`config.mk`:
```
export PLATFORM = sky130hd
export DESIGN_NAME = hazard_ctrl
export DESIGN_NICKNAME = d
export VERILOG_FILES = /design/src/rtl/hazard_ctrl_pkg.sv /design/src/rtl/sat_counter.sv /design/src/rtl/hazard_ctrl.sv
export SDC_FILE = /design/constraint.sdc
export NUM_CORES = 1
export LEC_CHECK = 0
export ABC_AREA = 0
export CAP_MARGIN = 10
export CORE_ASPECT_RATIO = 0.5
export CORE_MARGIN = 2
export CORE_UTILIZATION = 30
export DETAILED_ROUTE_END_ITERATION = 10
export PLACE_DENSITY = 0.67
export SETUP_SLACK_MARGIN = 0.3
export SLEW_MARGIN = 20
export SYNTH_ARGS = -nofsm -noshare
export SYNTH_HDL_FRONTEND = slang
export SYNTH_SLANG_ARGS = --single-unit
```
`constraint.sdc`:
```
create_clock -name clk -period 2.9 [get_ports clk]
set_clock_uncertainty 0.2 [all_clocks]
set_input_delay 0.87 -clock clk [delete_from_list [all_inputs] [get_ports clk]]
set_output_delay 0.87 -clock clk [all_outputs]
set_load 0.01 [all_outputs]
```
`src/rtl/hazard_ctrl_pkg.sv`:
```
// Shared definitions for the pipeline sequencing controller.
package hazard_ctrl_pkg;

  // Controller state: normal flow, waiting on mul/div result, frozen on data memory.
  typedef enum logic [1:0] {
    RUN      = 2'd0,
    MD_WAIT  = 2'd1,
    MEM_WAIT = 2'd2
  } state_t;

  // x0 is hardwired to zero, so a write to it never creates a dependency.
  localparam logic [4:0] REG_ZERO = 5'd0;

endpackage : hazard_ctrl_pkg

```
`src/rtl/sat_counter.sv`:
```
// Saturating event counter; reusable for the core performance counters.
module sat_counter #(
  parameter int W = 16
) (
  input  logic         clk,
  input  logic         rst,
  input  logic         inc,
  output logic [W-1:0] count
);

  // Count qualifying cycles and stick at all-ones instead of wrapping.
  // NOTE: sequential state uses non-blocking assignments so every flop samples pre-edge values.
  always_ff @(posedge clk or posedge rst) begin
    if (rst) begin
      count <= '0;
    end else if (inc && (count != '1)) begin
      count <= count + W'(1);
    end
  end

endmodule : sat_counter

```
`src/rtl/hazard_ctrl.sv`:
```
// Pipeline sequencing controller for the IF/EX/MEM core: load-use stalls,
// taken-branch flush, fixed-latency mul/div sequencing and data-memory freeze.
module hazard_ctrl
  import hazard_ctrl_pkg::*;
#(
  parameter int MD_LATENCY = 4,
  parameter int CNT_W      = 16
) (
  input  logic             clk,
  input  logic             rst,
  input  logic [4:0]       rs1_if,
  input  logic [4:0]       rs2_if,
  input  logic             uses_rs1_if,
  input  logic             uses_rs2_if,
  input  logic             is_md_if,
  input  logic             ex_is_load,
  input  logic             ex_wren,
  input  logic [4:0]       rd_ex,
  input  logic             branch_taken_ex,
  input  logic             mem_req,
  input  logic             mem_ready,
  output logic             stall_if,
  output logic             bubble_ex,
  output logic             flush_if,
  output logic             hold_all,
  output logic             md_start,
  output logic             md_valid,
  output logic             md_busy,
  output logic [CNT_W-1:0] stall_cycles
);

  state_t     state, state_nxt;
  logic [3:0] md_cnt, md_cnt_nxt;
  logic       mem_stall;
  logic       lu_hazard;

  assign mem_stall = mem_req & ~mem_ready;
  assign lu_hazard = ex_is_load & ex_wren & (rd_ex != REG_ZERO) &
                     ((uses_rs1_if & (rd_ex == rs1_if)) |
                      (uses_rs2_if & (rd_ex == rs2_if)));

  // Decode pipeline controls and next state from the current state and hazards.
  // NOTE: every output gets a default first so no path through the case infers a latch.
  always_comb begin
    state_nxt  = state;
    md_cnt_nxt = md_cnt;
    stall_if   = 1'b0;
    bubble_ex  = 1'b0;
    flush_if   = 1'b0;
    hold_all   = 1'b0;
    md_start   = 1'b0;
    md_valid   = 1'b0;
    md_busy    = 1'b0;

    unique case (state)
      MD_WAIT: begin
        // EX only holds bubbles here, so branch_taken_ex cannot be meaningful.
        md_busy = 1'b1;
        if (md_cnt != 4'd0) begin
          // The unit keeps computing through a memory freeze.
          md_cnt_nxt = md_cnt - 4'd1;
          stall_if   = 1'b1;
          bubble_ex  = 1'b1;
          hold_all   = mem_stall;
        end else if (mem_stall) begin
          hold_all = 1'b1;
          stall_if = 1'b1;
        end else begin
          md_valid  = 1'b1;
          state_nxt = RUN;
        end
      end

      default: begin
        // RUN and MEM_WAIT share one priority chain: leaving MEM_WAIT costs no cycle.
        if (mem_stall) begin
          hold_all  = 1'b1;
          stall_if  = 1'b1;
          state_nxt = MEM_WAIT;
        end else if (branch_taken_ex) begin
          // IF instruction is squashed, so its hazards are irrelevant.
          flush_if  = 1'b1;
          state_nxt = RUN;
        end else if (lu_hazard) begin
          // One bubble suffices: next cycle the load is in MEM and forwards.
          stall_if  = 1'b1;
          bubble_ex = 1'b1;
          state_nxt = RUN;
        end else if (is_md_if) begin
          md_start   = 1'b1;
          stall_if   = 1'b1;
          bubble_ex  = 1'b1;
          md_cnt_nxt = 4'(MD_LATENCY - 1);
          state_nxt  = MD_WAIT;
        end else begin
          state_nxt = RUN;
        end
      end
    endcase
  end

  // Register controller state and the mul/div countdown.
  always_ff @(posedge clk or posedge rst) begin
    if (rst) begin
      state  <= RUN;
      md_cnt <= 4'd0;
    end else begin
      state  <= state_nxt;
      md_cnt <= md_cnt_nxt;
    end
  end

  sat_counter #(
    .W(CNT_W)
  ) u_stall_cnt (
    .clk  (clk),
    .rst  (rst),
    .inc  (stall_if),
    .count(stall_cycles)
  );

endmodule : hazard_ctrl
```
; ---- Yosys cells after proc, flatten, opt, wreduce, memory -nomap -nowiden
; Cells that the tools add are included.
[totals]
reg_bits = 22
in_bits = 25
output_inout_bits = 23
elab_cells = 65
[op_classes]
n_addsub = 2
eq_ne = 10
muxes = 36
bitwise_logic = 8
reduce_logical = 6
[ops]
columns = cell, count
row1 = $mux W1, 26
row2 = $mux W4, 6
row3 = $add A16 B1 Y16 const B, 1
row4 = $ne A16 B16 Y1 const B, 1
row5 = $eq A5 B5 Y1, 2
row6 = $mux W2, 4
row7 = $and A1 B1 Y1, 6
row8 = $ne A2 B1 Y1 const B, 3
row9 = $ne A2 B2 Y1 const B, 3
row10 = $reduce_and A5 Y1, 1
row11 = $reduce_bool A5 Y1, 1
row12 = $reduce_bool A4 Y1, 1
row13 = $sub A4 B1 Y4 const B, 1
row14 = $eq A2 B1 Y1 const B, 1
row15 = $reduce_and A2 Y1, 1
row16 = $reduce_bool A2 Y1, 1
row17 = $logic_and A1 B1 Y1, 1
row18 = $not A1 Y1, 1
row19 = $or A1 B1 Y1, 1

; ---- Logic depth before layout (Yosys ltp)
[depth]
word_depth = 9
ltp_mapped = 8
ltp_nobuf = 7

; ---- Cells and area by module
; From an unflattened synthesis, not the netlist that was laid out.
[hier_totals]
hier_cells = 130
hier_area_um2 = 1336.3
[modules_own_cells]
columns = mod, instances, cells_each, area_each_um2, seq_area_each_um2
row1 = sat_counter, 1, 68, 800.8, 400.4
row2 = hazard_ctrl, 1, 62, 535.5, 150.1

; ---- Worst setup path before layout
; OpenSTA, ideal clock, no wires.
[synth_path]
kind = input port to output port
start = in rd_ex[0]
end = out stall_if
arrival_ps = 2094
t_required_ps = 1830
setup_slack_ps = -264
cell_stages = 5
n_path_buf = 1
path_cell_list = or3_1 > o311a_1 > a31oi_4 > buf_4 > inv_1
[synth_via]
elab_chain_cells = 8
word_cells_on_any_way = 12
cone_classes = eq/ne (2) / mux (4) / bitwise (5) / reduce/logical (1)
[synth_rtl]
columns = item, line
row1 = start: declaration, hazard_ctrl.sv:18  ; input logic [4:0] rd_ex,
row2 = $eq A5 B5 Y1 (on tied branches), "hazard_ctrl.sv:39, hazard_ctrl.sv:40"
row3 = $and A1 B1 Y1 (on tied branches), "hazard_ctrl.sv:39, hazard_ctrl.sv:40"
row4 = $or A1 B1 Y1, hazard_ctrl.sv:39  ; ((uses_rs1_if & (rd_ex == rs1_if)) |
row5 = $and A1 B1 Y1 (*), hazard_ctrl.sv:38  ; assign lu_hazard = ex_is_load & ex_wren & (rd_ex != REG_ZERO) &
row6 = $mux W1 (*), hazard_ctrl.sv:84  ; end else if (lu_hazard) begin
row7 = $mux W1 (*), hazard_ctrl.sv:80  ; end else if (branch_taken_ex) begin
row8 = $mux W1 (*), hazard_ctrl.sv:76  ; if (mem_stall) begin
row9 = $mux W1 (*), hazard_ctrl.sv:55  ; unique case (state)
row10 = end: declaration, hazard_ctrl.sv:22  ; output logic stall_if,
; Every way passes the cells marked *; elsewhere a longest branch is shown, timed or not.

; ---- Worst setup path in the final report
; Ends and elaborated chain as after synthesis.

==> results.sh <==
export IMPL_status="finished, violations left"
export IMPL_violations="setup timing"
export IMPL_ff2ff_path_depth=8
export IMPL_hold_ws_ns=0.292
export IMPL_fillers=370
export IMPL_postRouteAntennaNets=0
export IMPL_dp_cells=242
export IMPL_vias=1190
export IMPL_grt_max_degree=23
export IMPL_regToRegEndpoint="u_stall_cnt.count[15]$_DFFE_PP0P_"
export IMPL_power_density_nw_per_um2=687
export IMPL_drive_gt1_frac=0.314
export IMPL_cts_root_buf="clkbuf_8"
export IMPL_crit_path_max_fanout=3
export IMPL_vdd_drop_max_uv=276
export IMPL_drt_iter0_drc=46
export IMPL_clock_sinks=22
export IMPL_yosys_area_top_type="dfrtp_1"
export IMPL_ys_seq_elements=22
export IMPL_required_ns=1.83
export IMPL_die_y_um=50.2
export IMPL_syn2layout_area_growth_pct=62.7
export IMPL_p_leak_nw=0.899
export IMPL_seq_area_um2=551
export IMPL_min_delay_start="u_stall_cnt.count[4]$_DFFE_PP0P_"
export IMPL_numPortBuffers=47
export IMPL_start_util=0.320
export IMPL_worstPathArrival_ns=2.05
export IMPL_setup_viol=3
export IMPL_critPathKind="input pin to primary output"
export IMPL_timing_final_ws_setup_ns=-0.223
export IMPL_cp_end_kind="primary output"
export IMPL_grt_antenna_before_repair=0
export IMPL_pwr_share_comb=0.496
export IMPL_drc=0
export IMPL_worstMarginPinSlew_ns=0.462
export IMPL_cts_tree="built"
export IMPL_cp_endpoint="stall_if"
export IMPL_post_place_ws_ns=-0.989
export IMPL_syn_inst=130
export IMPL_clkPwrFrac=0.133
export IMPL_wl_per_cell_um=13.0
export IMPL_grt_util_all_layers=0.148
export IMPL_vias_per_cell=4.80
export IMPL_drv_cap=0
export IMPL_ys_top_cells_by_area="dfrtp_1, xor2_1, xnor2_1"
export IMPL_finalCritPeriodShare=1.08
export IMPL_hpwl_um=2370
export IMPL_fin_cells=248
export IMPL_p_switching_uw=564
export IMPL_grt_pass1_wl_um=5350
export IMPL_cp_start_kind="input pin"
export IMPL_grt_pass1_vias=1200
export IMPL_worstHoldPathType="register to register"
export IMPL_drt_total_wl_um=3230
export IMPL_setup_tns_ns=-0.579
export IMPL_netlist_area_um2=1280
export IMPL_multiInputGateArea_um2=835
export IMPL_yosysSeqAreaShare=0.430
export IMPL_num_rows=16
export IMPL_synth_distinct_cells=32
export IMPL_clk_latency_ns=0.27
export IMPL_intPower_uw=867
export IMPL_die_area_um2=4840
export IMPL_die_x_um=96.4
export IMPL_finalHoldViolCount=0
export IMPL_yosys_area_top_type_share=0.430
export IMPL_finalWeightedCongestion=0.771
export IMPL_reg2reg_from="md_cnt[0]$_DFFE_PP0P_"
export IMPL_avgSynthCellArea_um2=9.85
export IMPL_cts_inserted_buffers=3
export IMPL_r2r_slack_ns=0.68
export IMPL_sw_frac_of_total=0.394
export IMPL_p_total_mw=1.43
export IMPL_ctsLongestPathBuffers=2
export IMPL_seqPwrFrac=0.370
export IMPL_firstDrtPassIters=4
export IMPL_finalCriticalPeriod_ns=3.12
export IMPL_slew_viol_final=0
export IMPL_syn_nets=157
export IMPL_num_antenna_cells=0
export IMPL_post_route_util=0.520
export IMPL_place_area_um2=1910
export IMPL_path_clk_slew_ns=0.07
export IMPL_htree_levels=1
export IMPL_fin_area_um2=2080
export IMPL_final_nets=223
export IMPL_crit_start="rd_ex[0]"
export IMPL_rsz0062_at_grt="yes"
export IMPL_fmax_mhz=320
export IMPL_core_um2=4000
export IMPL_grt_overflow=0
export IMPL_slew_headroom=0.691
export IMPL_io_pins=48
export IMPL_synth_warnings=0
==> sequential cells by signal, indices dropped and copies added, names as in the netlist <==
name and flops:
md_cnt 4, u_stall_cnt.count 16, state 2
==> synthesized netlist by cell type <==
cell type and count:
nor4b_1 2, a211o_1 1, a31oi_4 1, a21oi_2 1, nor2_1 8, nand3b_1 1
inv_1 7, or3_1 1, nor4_1 2, xor2_1 13, nor3_1 10, o21ai_0 1
a21oi_1 5, nand4_1 4, nor4_2 3, and3_1 2, mux2_2 1, buf_4 1
dfrtp_1 22, ha_1 2, mux2_1 2, and4_1 2, clkbuf_1 1, nand2b_1 1
xnor2_1 11, o22ai_2 1, nand3_1 8, nor3b_1 1, o311a_1 1, o21bai_1 1
nand2b_2 1, nand2_1 12
==> placed cells by master, fill, tap and decap left out, types with 4 or more instances in the layout <==
cell | synthesis | routed
dfrtp_1 | 22 | 22
clkdlybuf4s50_1 | 0 | 21
xor2_1 | 13 | 13
nand2_1 | 12 | 12
buf_6 | 0 | 11
buf_4 | 1 | 10
xnor2_1 | 11 | 8
nand3_1 | 8 | 8
dlygate4sd2_1 | 0 | 8
nor3_1 | 10 | 7
nor2_1 | 8 | 6
buf_2 | 0 | 6
inv_1 | 7 | 5
nand4_1 | 4 | 4
nor4_4 | 0 | 4
clkbuf_2 | 0 | 4
==> power by group through the flow <==
stage,logic [mW],registers [mW],clock network [mW]
floorplan,0.341,0.539,0
global route,0.788,0.546,0.207
CTS,0.698,0.530,0.196
finish,0.710,0.530,0.191
global placement,0.681,0.527,0
detailed placement,0.696,0.529,0
==> kinds of logic after synthesis <==
| logic type | count (synthesis) | share of synthesized area |
|---|---|---|
| AO/OA/AOI/OAI | 12 | 0.0772 |
| XOR/XNOR | 24 | 0.164 |
| adder cells (fa/ha/maj) | 2 | 0.0195 |
| buffers and inverters | 9 | 0.0293 |
| flip-flops | 22 | 0.430 |
| multiplexers | 3 | 0.0264 |
| AND/OR/NAND/NOR | 58 | 0.253 |
==> timing repair <==
action,4_1_cts,5_1_grt
hold buffers,0,0
buffers inserted,2,1
gates resized for setup,82,20
setup endpoints to repair,23,19
pin swaps,21,14
==> how the worst min path moves through the flow <==
| stage | slack (ns) | cells after the start | to |
|---|---|---|---|
| floorplan | 0.27 | 1 | md_cnt[0]$_DFFE_PP0P_ |
| global placement | 0.28 | 1 | u_stall_cnt.count[4]$_DFFE_PP0P_ |
| detailed placement | 0.28 | 1 | u_stall_cnt.count[4]$_DFFE_PP0P_ |
| CTS | 0.29 | 1 | u_stall_cnt.count[4]$_DFFE_PP0P_ |
| global route | 0.33 | 1 | u_stall_cnt.count[9]$_DFFE_PP0P_ |
| finish | 0.29 | 1 | u_stall_cnt.count[4]$_DFFE_PP0P_ |
==> final cells by class <==
type,count,share of cell area
flip-flops and latches,22,0.264
clock buffers,3,0.0198
repair buffers,63,0.270
inverters,7,0.0126
well taps,54,0.0325
multi-input cells,99,0.401
==> layer usage <==
metal | wire length, um | GRT usage | vias up
li1 | - | - | 585
met5 | 0 | 0 | -
met1 | 1310 | 0.165 | 561
met2 | 1620 | 0.257 | 37
met3 | 221 | 0.0511 | 7
met4 | 73 | 0.0634 | 0
==> worst max-delay path, cell delays in order <==
cell	delay, ns
buf_6	0.09
or3_4	0.37
o311a_4	0.35
a31oi_4	0.20
inv_2	0.05
buf_6	0.12
(Power assumes the default switching activity.)
